<file path="src/rtl/relm_fifo_mc_if.sv">
`default_nettype none
// ============================================================================
// relm_fifo_mc_if : port bundle between a ReLM PE and relm_fifo_mc
//                   ({strobe, data} push slices, shared pop command/response)
// Macro RELM_FIFOX_WATERMARK_EN adds the avail_out watermark flags.
// Revision 1.0
// ============================================================================
interface relm_fifo_mc_if #(
    parameter int NCH = 2,
    parameter int WD  = 32
);
    logic [NCH*(WD+1)-1:0] push_d;
    logic [NCH-1:0]        push_retry;
    logic [WD:0]           pop_d;
    logic [WD:0]           pop_q;
    logic [NCH-1:0]        nempty_out;
`ifdef RELM_FIFOX_WATERMARK_EN
    logic [NCH-1:0]        avail_out;

    modport master (output push_d, output pop_d,
                    input  push_retry, input pop_q, input nempty_out, input avail_out);
    modport slave  (input  push_d, input pop_d,
                    output push_retry, output pop_q, output nempty_out, output avail_out);
`else
    modport master (output push_d, output pop_d,
                    input  push_retry, input pop_q, input nempty_out);
    modport slave  (input  push_d, input pop_d,
                    output push_retry, output pop_q, output nempty_out);
`endif
endinterface
`default_nettype wire

</file>
<file path="src/rtl/relm_fifo_mc.sv">
`default_nettype none
// ============================================================================
// relm_fifo_mc : NCH independent FIFOs, one push port each, one shared
//                pop port with POP / PEEK / LEVEL / CLEAR (+ SETMARK).
// Optional feature macro: RELM_FIFOX_WATERMARK_EN (mark registers, avail_out).
// Revision 1.0
// ============================================================================
module relm_fifo_mc #(
    parameter int NCH = 2,
    parameter int WAD = 4,
    parameter int WD  = 32
) (
    input  logic          clk,
    input  logic          rst,
    relm_fifo_mc_if.slave bus
);
    localparam int WCH   = (NCH > 1) ? $clog2(NCH) : 1;
    localparam int DEPTH = 1 << WAD;

    localparam logic [2:0] OP_POP     = 3'd0;
    localparam logic [2:0] OP_PEEK    = 3'd1;
    localparam logic [2:0] OP_CLEAR   = 3'd3;
`ifdef RELM_FIFOX_WATERMARK_EN
    localparam logic [2:0] OP_SETMARK = 3'd4;
`endif

    logic           cmd_stb;
    logic [2:0]     cmd_op;
    logic [WCH-1:0] cmd_ch;
    logic           cmd_ok;
    logic           unused_pop_bits;

    assign cmd_stb         = bus.pop_d[WD];
    assign cmd_op          = bus.pop_d[WD-1:WD-3];
    assign cmd_ch          = bus.pop_d[WCH-1:0];
    assign cmd_ok          = cmd_stb && (32'(cmd_ch) < 32'(NCH));
    assign unused_pop_bits = ^bus.pop_d;

    logic [WD-1:0]  head_a  [NCH];
    logic [WAD:0]   level_a [NCH];
    logic [NCH-1:0] nempty;
    logic [NCH-1:0] retry;
`ifdef RELM_FIFOX_WATERMARK_EN
    logic [WAD:0]   mark_a  [NCH];
    logic [NCH-1:0] avail;
`endif

    for (genvar c = 0; c < NCH; c++) begin : g_ch
        logic [WD-1:0] mem [DEPTH];
        logic [WD-1:0] head;
        logic [WAD:0]  ra;
        logic [WAD:0]  wa;
        logic [WAD:0]  ra_next;
        logic [WAD:0]  level;
        logic          ne;
        logic          sel;
        logic          do_pop;
        logic          do_clear;
        logic          push_stb;
        logic          push_ok;
        logic [WD-1:0] push_data;

        assign push_stb  = bus.push_d[c*(WD+1)+WD];
        assign push_data = bus.push_d[c*(WD+1)+:WD];
        assign sel       = cmd_ok && (cmd_ch == WCH'(c));
        assign level     = wa - ra;
        assign do_pop    = sel && (cmd_op == OP_POP) && ne;
        assign do_clear  = sel && (cmd_op == OP_CLEAR);
        // Level never exceeds DEPTH, so its top bit alone means full.
        assign retry[c]  = rst || (level[WAD] && !(do_pop || do_clear));
        assign push_ok   = push_stb && !retry[c] && !do_clear;
        assign ra_next   = do_clear ? wa : (do_pop ? ra + (WAD+1)'(1) : ra);

        always_ff @(posedge clk) begin
            if (rst) begin
                ra <= '0;
                wa <= '0;
                ne <= 1'b0;
            end else begin
                ra <= ra_next;
                if (push_ok) begin
                    wa <= wa + (WAD+1)'(1);
                end
                // Uses pre-edge wa: a word written this edge is not yet in head.
                ne <= (wa != ra_next);
            end
        end

        always_ff @(posedge clk) begin
            if (push_ok) begin
                mem[wa[WAD-1:0]] <= push_data;
            end
            head <= mem[ra_next[WAD-1:0]];
        end

        assign head_a[c]  = head;
        assign level_a[c] = level;
        assign nempty[c]  = ne;

`ifdef RELM_FIFOX_WATERMARK_EN
        logic [WAD:0] mark;
        logic         av;

        always_ff @(posedge clk) begin
            if (rst) begin
                mark <= (WAD+1)'(1);
                av   <= 1'b0;
            end else begin
                if (sel && (cmd_op == OP_SETMARK)) begin
                    mark <= bus.pop_d[WCH+WAD:WCH];
                end
                av <= (mark == '0) || (level >= mark);
            end
        end

        assign mark_a[c] = mark;
        assign avail[c]  = av;
`endif
    end

    logic [WD:0] pop_res;

    always_comb begin
        pop_res = '0;
        if (rst) begin
            pop_res = {1'b1, {WD{1'b0}}};
        end else if (cmd_ok) begin
            case (cmd_op)
                OP_POP, OP_PEEK: pop_res = nempty[cmd_ch] ? {1'b0, head_a[cmd_ch]}
                                                          : {1'b1, {WD{1'b0}}};
`ifdef RELM_FIFOX_WATERMARK_EN
                OP_SETMARK:      pop_res = {1'b0, WD'(mark_a[cmd_ch])};
`endif
                // LEVEL, CLEAR (old level) and the spare opcodes
                default:         pop_res = {1'b0, WD'(level_a[cmd_ch])};
            endcase
        end
    end

    assign bus.pop_q      = pop_res;
    assign bus.push_retry = retry;
    assign bus.nempty_out = nempty;
`ifdef RELM_FIFOX_WATERMARK_EN
    assign bus.avail_out  = avail;
`endif

endmodule
`default_nettype wire
</file>
<file path="src/flat_wrapper.sv">
// flat-port wrapper written by rule: the top's interface ports become plain ports
module relm_fifo_mc_flat 
#(
    parameter int NCH = 2,
    parameter int WAD = 4,
    parameter int WD  = 32
)
  (clk, rst, bus_push_d, bus_pop_d, bus_push_retry, bus_pop_q, bus_nempty_out);
  relm_fifo_mc_if #(.NCH(NCH), .WD(WD)) bus_i ();
  input  logic clk;
  input  logic rst;
  input wire logic [$bits(bus_i.push_d)-1:0] bus_push_d;
  input wire logic [$bits(bus_i.pop_d)-1:0] bus_pop_d;
  output wire logic [$bits(bus_i.push_retry)-1:0] bus_push_retry;
  output wire logic [$bits(bus_i.pop_q)-1:0] bus_pop_q;
  output wire logic [$bits(bus_i.nempty_out)-1:0] bus_nempty_out;
  assign bus_i.push_d = bus_push_d;
  assign bus_i.pop_d = bus_pop_d;
  assign bus_push_retry = bus_i.push_retry;
  assign bus_pop_q = bus_i.pop_q;
  assign bus_nempty_out = bus_i.nempty_out;
  relm_fifo_mc #(.NCH(NCH), .WAD(WAD), .WD(WD)) u_core (.clk(clk), .rst(rst), .bus(bus_i));
endmodule
</file>
<file path="config.mk">
export PLATFORM = sky130hd
export DESIGN_NAME = relm_fifo_mc_flat
export DESIGN_NICKNAME = d
export VERILOG_FILES = /design/src/rtl/relm_fifo_mc_if.sv /design/src/rtl/relm_fifo_mc.sv /design/src/flat_wrapper.sv
export SDC_FILE = /design/constraint.sdc
export NUM_CORES = 1
export LEC_CHECK = 0
export CAP_MARGIN = 25
export CORE_MARGIN = 4
export CORE_UTILIZATION = 61
export DETAILED_ROUTE_END_ITERATION = 8
export PLACE_DENSITY = 0.79
export SLEW_MARGIN = 20
export SYNTH_ARGS = -nofsm -noshare
export SYNTH_HDL_FRONTEND = slang
export SYNTH_SLANG_ARGS = --single-unit
</file>
<file path="constraint.sdc">
create_clock -name clk -period 10.7 [get_ports clk]
set_input_delay 1.07 -clock clk [delete_from_list [all_inputs] [get_ports clk]]
set_output_delay 1.07 -clock clk [all_outputs]
set_load 0.01 [all_outputs]
</file>
Yosys cells after proc, flatten, opt, wreduce, memory -nomap -nowiden
Memories as Yosys holds them, arrays and structs flattened. A register that Yosys moved wholly into a read port is not among the register bits. Index checks and enable logic that the tools add are counted.

Bits in registers: 22. Latch bits: 0. Memory bits (writable): 1024. Memory bits (read-only): 0. Input port bits: 101. Output and inout bits: 37. Memories kept: 2.

Memory list: u_core.g_ch[0].mem (depth 16, bits a word 32, rd ports 1, clocked after Yosys merged registers in 1, write ports 1, RTL line relm_fifo_mc.sv:49) `logic [WD-1:0] mem [DEPTH];`; u_core.g_ch[1].mem (depth 16, bits a word 32, rd ports 1, clocked after Yosys merged registers in 1, write ports 1, RTL line relm_fifo_mc.sv:49).

$add $sub $neg: 6. Multiply operators: 0. Divide/modulo/power cells: 0. Order comparisons: 2. Equal/unequal tests: 4. Shifts and indexed selects: 0. Mux-type cells: 20. Bitwise logic cells: 2. Reductions and logical operators: 26.

Operators with widths (number): $mux 33 (4); $mux 32 (3); $mux 5 (7); $add 5x1->5 const B (4); $logic_and 1x1->1 (14); $ne 5x5->1 (2); $sub 5x5->5 (2); $logic_not 1->1 (6); $mux 1 (6); $logic_or 1x1->1 (4); $eq 3x1->1 const B (1); $eq 3x2->1 const B (1); $logic_not 3->1 (1); $ge 2x2->1 const B (1); $lt 1x2->1 const B (1); $not 1->2 (1); $reduce_or 2->1 (1); $not 1->1 (1).

Depth between registers and ports, before layout
Gate-level depths: netlist (run 1).

Depth in word-level cells: 13. Mapped depth: 11. Gate-level depth less buffers: 10.

Worst setup path after synthesis (run 1)
Ideal clock, no wire load.

Kind: input-to-reg. Start: in bus_pop_d[30]. End: mem u_core.g_ch[0].mem[15][0] (enable). Data arrival time: 7.006 ns. Path slack: 3.089 ns. Stages on the path: 3. Buffers on the path: 0. Cells stage by stage: nor4b_2 nand2_1 a2111oi_0.

Cells in the longest elaborated chain, start to end: 12. Elaborated cells on any way between the ends: 15.

Ends and longest elaborated chain: from (decl) (RTL line flat_wrapper.sv:13) `input wire logic [$bits(bus_i.pop_d)-1:0] bus_pop_d;`; $logic_not 3->1 (RTL line relm_fifo_mc.sv:67) `assign do_pop = sel && (cmd_op == OP_POP) && ne;`; $logic_and 1x1->1 (2 in series) (RTL line relm_fifo_mc.sv:67); $logic_or 1x1->1 (RTL line relm_fifo_mc.sv:70) `assign retry[c] = rst || (level[WAD] && !(do_pop || do_clear));`; $logic_not 1->1 (RTL line relm_fifo_mc.sv:70); $logic_and 1x1->1 (RTL line relm_fifo_mc.sv:70); $logic_or 1x1->1 (RTL line relm_fifo_mc.sv:70); $logic_not 1->1 (RTL line relm_fifo_mc.sv:71) `assign push_ok = push_stb && !retry[c] && !do_clear;`; $logic_and 1x1->1 (RTL line relm_fifo_mc.sv:71); $logic_and 1x1->1 * (RTL line relm_fifo_mc.sv:71); $mux 1 * (RTL line relm_fifo_mc.sv:90) `if (push_ok) begin`; $mux 1 (not written as such) * (RTL line relm_fifo_mc.sv:91) `mem[wa[WAD-1:0]] <= push_data;`; to (decl) (RTL line relm_fifo_mc.sv:49).

Mark *: on every way between the ends. The rest lies on a longest branch, timed or not.

Worst setup path after layout (run 1)
Start: in bus_pop_d[30]. End: reg u_core.g_ch[0].head[7] (read register of u_core.g_ch[0].mem).

Cells in the longest elaborated chain, start to end: 5. Elaborated cells on any way between the ends: 7.

Ends and longest elaborated chain: $logic_not 3->1 (RTL line relm_fifo_mc.sv:67); $logic_and 1x1->1 (2 in series) (RTL line relm_fifo_mc.sv:67); $mux 5 (RTL line relm_fifo_mc.sv:72) `assign ra_next = do_clear ? wa : (do_pop ? ra + (WAD+1)'(1) : ra);`; $mux 5 * (RTL line relm_fifo_mc.sv:72); to (decl) (RTL line relm_fifo_mc.sv:50) `logic [WD-1:0] head;`.

Marks and branches as above. A chain may end at the register's enable or synchronous reset.

==> results of run 1 <==
cell families after synthesis:
kind of cell	Yosys count
AO/OA/AOI/OAI	755
flip-flops	1110
buffers and inverters	378
adder cells (fa/ha/maj)	20
XOR/XNOR	27
multiplexers	294
AND/OR/NAND/NOR	294
cell type report:
class / count / area share (%)
Multi-Input combinational cell: 1390 / 21.77
Sequential cell: 1110 / 63.85
Timing Repair Buffer: 175 / 3.469
Clock inverter: 53 / 1.336
Tap cell: 959 / 2.359
Antenna cell: 9 / 0.04428
Clock buffer: 146 / 5.853
Inverter: 179 / 1.321
per-layer routing:
layer  wire length, um  vias up  share of wire, %  GRT usage [%]
met4              3983        0               3.6          11.70
met5                 0        -                 0              0
met2             55250     1528                50          45.78
li1                  -    11455                 -              -
met1             40580    13451                37          35.55
met3             10020      261               9.1          4.799
synth_stat cells (all sizes together), types with 2 or more instances:
cell type / count
nand3b: 3
nor3: 17
o31ai: 3
ha: 18
o221ai: 26
a221o: 2
a211oi: 66
xor2: 5
a21o: 7
or3: 6
o31a: 5
mux2i: 60
edfxtp: 1024
nor2: 67
a22o: 57
and2: 2
nor2b: 7
o211ai: 152
a21oi: 191
xnor2: 21
a31o: 2
fa: 2
clkbuf: 92
a31oi: 6
a2111oi: 45
nand2: 129
o21ai: 6
nand2b: 6
inv: 179
and3: 12
nor4: 23
or2: 4
mux4: 2
o32a: 2
buf: 107
dfxtp: 86
o22ai: 115
mux2: 232
nand3: 14
a211o: 64
state kept, by name (all words and copies together) (netlist names):
name / flops
u_core.g_ch.wa: 10
u_core.g_ch.ra: 10
u_core.g_ch.ne: 2
u_core.g_ch.head: 64
u_core.g_ch.mem: 1024
power by group:
part / leakage, nW / switching (mW) / total [mW] / internal [mW]
Clock: 1.77 / 1.57 / 3.89 / 2.33
Sequential: 9.94 / 0.0478 / 4.85 / 4.80
Combinational: 5.62 / 0.277 / 0.456 / 0.179
how the worst max path moves through the flow:
stage                        from                             endpoint  slack (ns)  cells past startpoint
detailed placement  bus_pop_d[30]       u_core.g_ch[0].head[7]$_DFF_P_        4.72                      9
global route        bus_pop_d[30]       u_core.g_ch[0].head[7]$_DFF_P_        5.09                      9
floorplan           bus_pop_d[30]  u_core.g_ch[0].mem[15][0]$_DFFE_PP_        3.09                      3
CTS                 bus_pop_d[30]       u_core.g_ch[0].head[7]$_DFF_P_        5.41                      9
global placement    bus_pop_d[30]       u_core.g_ch[0].head[7]$_DFF_P_        4.87                      9
finish              bus_pop_d[30]       u_core.g_ch[0].head[7]$_DFF_P_        5.32                      9
==> metrics.md, run 1 <==
| Metric | Value |
|---|---|
| Outcome | `finished clean` |
| # rows | `99` |
| Synthesized-area fraction occupied by adder cells | `less than 1%` |
| Filler cells | `between 4,000 and 5,000` |
| Slowest-stage cell, CP | `or4b_1` |
| Post-Place Cells | `around 3,800` |
| R2r startpoint | `u_core.g_ch[0].ra[1]$_SDFF_PP0_` |
| Synth unique cells | `68` |
| Setup TNS | `0 ns` |
| Global-route wire length before repair | `161,200 um` |
| CORE AREA | `72,960 sq um` |
| Commonest non-fill, non-tap cell in the layout | `edfxtp_1` |
| CP Launch Type | `primary input` |
| # IOs | `138` |
| Hold Buf Count CTS | `0` |
| Element type at the critical path end | `flop` |
| Post-route setup slack | `5.319 ns` |
| Residual DRC | `0` |
| RR Endpoint | `u_core.g_ch[0].head[7]$_DFF_P_` |
| Clock sink total | `1,110` |
| Area taken by multi-input logic gates | `11,070 sq um` |
| Largest family of logic cells by synthesized area | `compound AO/OA/AOI/OAI gates` |
| Unrepaired setup endpoints after global routing | `false` |
| Largest net degree at the start of global routing | `81` |
| Critical path data required time | `about 11 ns` |
| Most frequent cells in the layout | `edfxtp_1, mux2_2, a21oi_1` |
| CTS tree | `yes` |
| Crit Path Max Fanout | `80` |
| Syn nets | `2,999` |
| Worst hold path class | `flop to flop` |
| Synth top area cells | `edfxtp_1, mux2_2, dfxtp_1` |
| Synth warn | `0` |
| Pwr dens | `180.8 nW/um^2` |
| Buffers & Inverters on Critical Path | `3` |
| GPL Wtd Cong | `0.8411` |
| Mapped cell area | `44,860 sq um` |
| Clock slew at reported path FFs | `0.06 ns` |
| Routed Antenna Nets | `0` |
| Nets@finish | `3,083` |
| Root Buffer | `clkbuf_16` |
| FF/Latch Area | `32,470 sq um` |
| DR vias/cell | `6.639` |
| CTS resizes | `0` |
| Via count | `approximately 27,000` |
| Initial antenna violation count | `7` |
| Part of the cycle the worst path needs | `50.29%` |
| Synth Register Bits | `1,110` |
| Postcts setup bufs | `0` |
| Final Power | `~9.2 mW` |
| Die H | `279.2 um` |
| TritonRoute pass-1 iters | `6` |
| Finished Layout Cells | `just over 4,000` |
| Sequential share of the synthesized area | `72.38%` |
| Die footprint | `77,940 sq um` |
| Vias in the first global route | `26,690` |
| Max_cap viols | `0` |
| Initial Util | `61.49%` |
| Hold WS | `0.5299 ns` |
| Post-synthesis compound-gate area fraction | `12.59%` |
| Iter 0 DRT Violations | `2,962` |
| Peak supply drop | `roughly 160 uV` |
| Synth Area in Simple Gates | `3.012%` |
| Mapped Cells | `2,878` |
| GR Overflow Total | `0` |
| Post-DP Area | `47,040 sq um` |
| Skew-Pair Late Insertion Delay | `approximately 0.67 ns` |
| Worst hold stages | `1` |
| Mux cell area share after synthesis | `7.263%` |
| Post-synth ARST share | `0%` |
| Slew @ Worst Pin | `between 1 and 1.5 ns` |
| Final core utilization | `a little over two thirds` |
| Final setup vio count | `0` |
| Share of cells above drive strength 1 | `18.87%` |
| FF-to-FF path depth | `8` |
| Post-route cell area | `50,860 sq um` |
| CP delay by family, top | `buffers and inverters` |
| Global-route usage over all layers | `27.30%` |
| Area leader, netlist | `edfxtp_1` |
| Port Buffers | `109` |
| DP HPWL | `58,490 um` |
| CP cell instances | `clkdlybuf4s50_1, or4b_1, o21ai_4, buf_4, a21o_4, buf_4, nand2_1, a22o_1, a2111oi_2` |
| Min Clock Period, post-route | `5.381 ns` |
| Num CTS Buffers | `between 100 and 150` |
| WL final | `~110,000 um` |
| XOR/XNOR share of the synthesized area | `0.5578%` |
| Pre-CTS WS | `4.722 ns` |
| Critical path class | `primary input to flop` |
| R2R setup slack | `approximately 6.4 ns` |
| Hold Path End | `u_core.g_ch[1].wa[4]$_SDFFE_PP0P_` |
| Syn avg cell area | `15.59 sq um` |
| Count of pins over their slew limit | `0` |
| Final Hold Vio Count | `0` |
| Hold_sp | `u_core.g_ch[1].wa[4]$_SDFFE_PP0P_` |
| WP data arrival | `5.88 ns` |
| Fmax achieved | `approximately 190 MHz` |
| Worst path max stage delay | `0.92 ns` |
| H-tree depth | `3` |
| EDFF count, synth | `1,024` |
| Slew Limit Headroom | `28.75%` |
| Wirelength per Cell | `27.32 um` |
| Top cell by count, worst path | `buf_4` |
| Worst clock skew | `~0.020 ns` |
| Die width | `279.2 um` |
| Clock Tree Buf Depth | `3` |
| Yosys top cell area share | `about 69%` |
| Main synth FF type | `edfxtp_1` |
| Pleak | `17.33 nW` |
| Area grow syn2layout | `13.37%` |
Note: power is estimated with default switching activity, not from simulation.
==> inputs of run 2 (changes only) <==
--- a/config.mk
+++ b/config.mk
@@ -7,9 +7,9 @@
 export LEC_CHECK = 0
 export CAP_MARGIN = 25
 export CORE_MARGIN = 4
-export CORE_UTILIZATION = 61
+export CORE_UTILIZATION = 55
 export DETAILED_ROUTE_END_ITERATION = 8
-export PLACE_DENSITY = 0.79
+export PLACE_DENSITY = 0.75
 export SLEW_MARGIN = 20
 export SYNTH_ARGS = -nofsm -noshare
 export SYNTH_HDL_FRONTEND = slang
==> constraint.sdc (replaced) <==
create_clock -name clk -period 4.5 [get_ports clk]
set_input_delay 0.45 -clock clk [delete_from_list [all_inputs] [get_ports clk]]
set_output_delay 0.45 -clock clk [all_outputs]
set_load 0.01 [all_outputs]
==> run 2 against run 1 <==
Net effect:
- critical path depth is 3 lower
- count of clock-buffer cells in the layout is 9 higher
- critical endpoint is now bus_pop_q[17]
- worst hold slack better by 0.010 ns
- register-to-register slack worse by 5.8 ns
- first-iteration DRC count is 12% lower
- setup slack worse by 4.9 ns
- die area is 11% higher
- non-clock buffer count is 55 higher
- total power is 140% higher
- flip-flop and latch count stayed put
- clock skew is 0.00064 ns higher
- sequential power is 140% higher
==> metrics.md, run 2 (synthesized netlist as in run 1, its figures left out) <==
| Metric | Value |
|---|---|
| GPL Wtd Cong | `0.8162` |
| Final core utilization | `64.00%` |
| Hold Buf Count CTS | `0` |
| Worst path max stage delay | `0.58 ns` |
| Largest net degree at the start of global routing | `78` |
| CTS resizes | `0` |
| Routed Antenna Nets | `0` |
| Pleak | `17.65 nW` |
| Element type at the critical path end | `primary output` |
| Area grow syn2layout | `15.10%` |
| CP Launch Type | `flop` |
| Slowest-stage cell, CP | `nand2_1` |
| Die footprint | `86,200 sq um` |
| Setup TNS | `0 ns` |
| Skew-Pair Late Insertion Delay | `0.68 ns` |
| Worst clock skew | `0.02027 ns` |
| WP data arrival | `about 3.7 ns` |
| Slew Limit Headroom | `roughly a third` |
| CTS tree | `yes` |
| Share of cells above drive strength 1 | `20.60%` |
| Outcome | `finished clean` |
| # IOs | `138` |
| GR Overflow Total | `0` |
| Pwr dens | `between 400 and 500 nW/um^2` |
| Residual DRC | `0` |
| Peak supply drop | `332.3 uV` |
| # rows | `104` |
| Wirelength per Cell | `26.55 um` |
| Port Buffers | `roughly 110` |
| DP HPWL | `64,870 um` |
| Num CTS Buffers | `109` |
| Vias in the first global route | `26,622` |
| Crit Path Max Fanout | `13` |
| Top cell by count, worst path | `nand2_1` |
| DR vias/cell | `roughly 6.3` |
| Root Buffer | `clkbuf_16` |
| Clock Tree Buf Depth | `3` |
| Iter 0 DRT Violations | `2,606` |
| Part of the cycle the worst path needs | `91.55%` |
| H-tree depth | `3` |
| Nets@finish | `about 3,100` |
| Max reg flops | `1,024` |
| Initial antenna violation count | `9` |
| Die width | `293.6 um` |
| Critical path data required time | `4.05 ns` |
| Buffers & Inverters on Critical Path | `2` |
| WL final | `111,000 um` |
| TritonRoute pass-1 iters | `5` |
| Global-route usage over all layers | `between 20% and 30%` |
| Slew @ Worst Pin | `approximately 1.0 ns` |
| Final Hold Vio Count | `0` |
| Max_cap viols | `0` |
| Fmax achieved | `242.7 MHz` |
| Clock slew at reported path FFs | `approximately 0.060 ns` |
| Worst hold path class | `flop to flop` |
| Most frequent cells in the layout | `edfxtp_1, mux2_2, a21oi_1` |
| Clock sink total | `1,110` |
| CP delay by family, top | `simple AND/OR/NAND/NOR gates` |
| Final setup vio count | `0` |
| CP cell instances | `nand2_1, a21oi_1, nand2_1, buf_4, nor2_1, clkdlybuf4s50_1` |
| Critical path class | `flop to primary output` |
| Count of pins over their slew limit | `0` |
| Initial Util | `55.60%` |
| Global-route wire length before repair | `164,200 um` |
| Via count | `26,447` |
| CORE AREA | `80,680 sq um` |
| Unrepaired setup endpoints after global routing | `false` |
| Commonest non-fill, non-tap cell in the layout | `edfxtp_1` |
| Min Clock Period, post-route | `about 4 ns` |
| Die H | `slightly below 300 um` |
| Postcts setup bufs | `0` |
run 2: layout make-up:
cell class,count,area (sq um)
Antenna cell,4,10.01
Clock buffer,155,3133
Clock inverter,52,533.0
Fill cell,5509,29040
Inverter,179,671.9
Multi-Input combinational cell,1390,11130
Sequential cell,1110,32470
Tap cell,1060,1326
Timing Repair Buffer,230,2357
run 2: per-layer routing:
metal	vias to the layer above	global-route usage, %	part of all wire, %
met5	-	0	0.036
met1	13382	32.46	38
met4	6	8.398	3.1
li1	11554	-	-
met3	248	4.008	7.8
met2	1257	44.46	51
run 2: through the flow:
step	power, mW	instance area (sq um)	setup slack, ns	cells	hold slack, ns
final	21.78	51630	0.3801	4180	0.5403
after floorplan	12.33	44890	0.2812	2878	0.4897
after detailed placement	12.86	47960	0.3514	3969	0.5272
after global routing	22.44	51630	0.2363	4177	0.5639
after CTS	21.88	51620	0.4124	4176	0.5137
after global placement	12.81	47960	0.4028	3969	0.5061
run 2: worst paths after layout:
| check | start | to | slack, ns | depth (start not counted) |
|---|---|---|---|---|
| max | u_core.g_ch[1].ne$_SDFF_PP0_ | bus_pop_q[17] | 0.38 | 6 |
| min | u_core.g_ch[1].wa[4]$_SDFFE_PP0P_ | u_core.g_ch[1].wa[4]$_SDFFE_PP0P_ | 0.54 | 1 |
| max reg2reg | u_core.g_ch[0].wa[2]$_SDFFE_PP0P_ | u_core.g_ch[0].mem[13][16]$_DFFE_PP_ | 0.61 | 8 |
| min reg2reg | u_core.g_ch[1].wa[4]$_SDFFE_PP0P_ | u_core.g_ch[1].wa[4]$_SDFFE_PP0P_ | 0.54 | 1 |
run 2: power by group:
group	switching [mW]	internal, mW	leakage (nW)
Sequential	0.117	11.4	9.94
Clock	3.79	5.32	1.79
Combinational	0.676	0.458	5.92
run 2: worst reg2reg max path: stages (launching register included):
cell and delay, ns:
dfxtp_1 0.80, ha_1 0.39, a21o_1 0.20, a21oi_1 0.18
xnor2_1 0.24, a21oi_1 0.46, nand2_1 0.38, nor2_4 0.58
buf_4 0.36
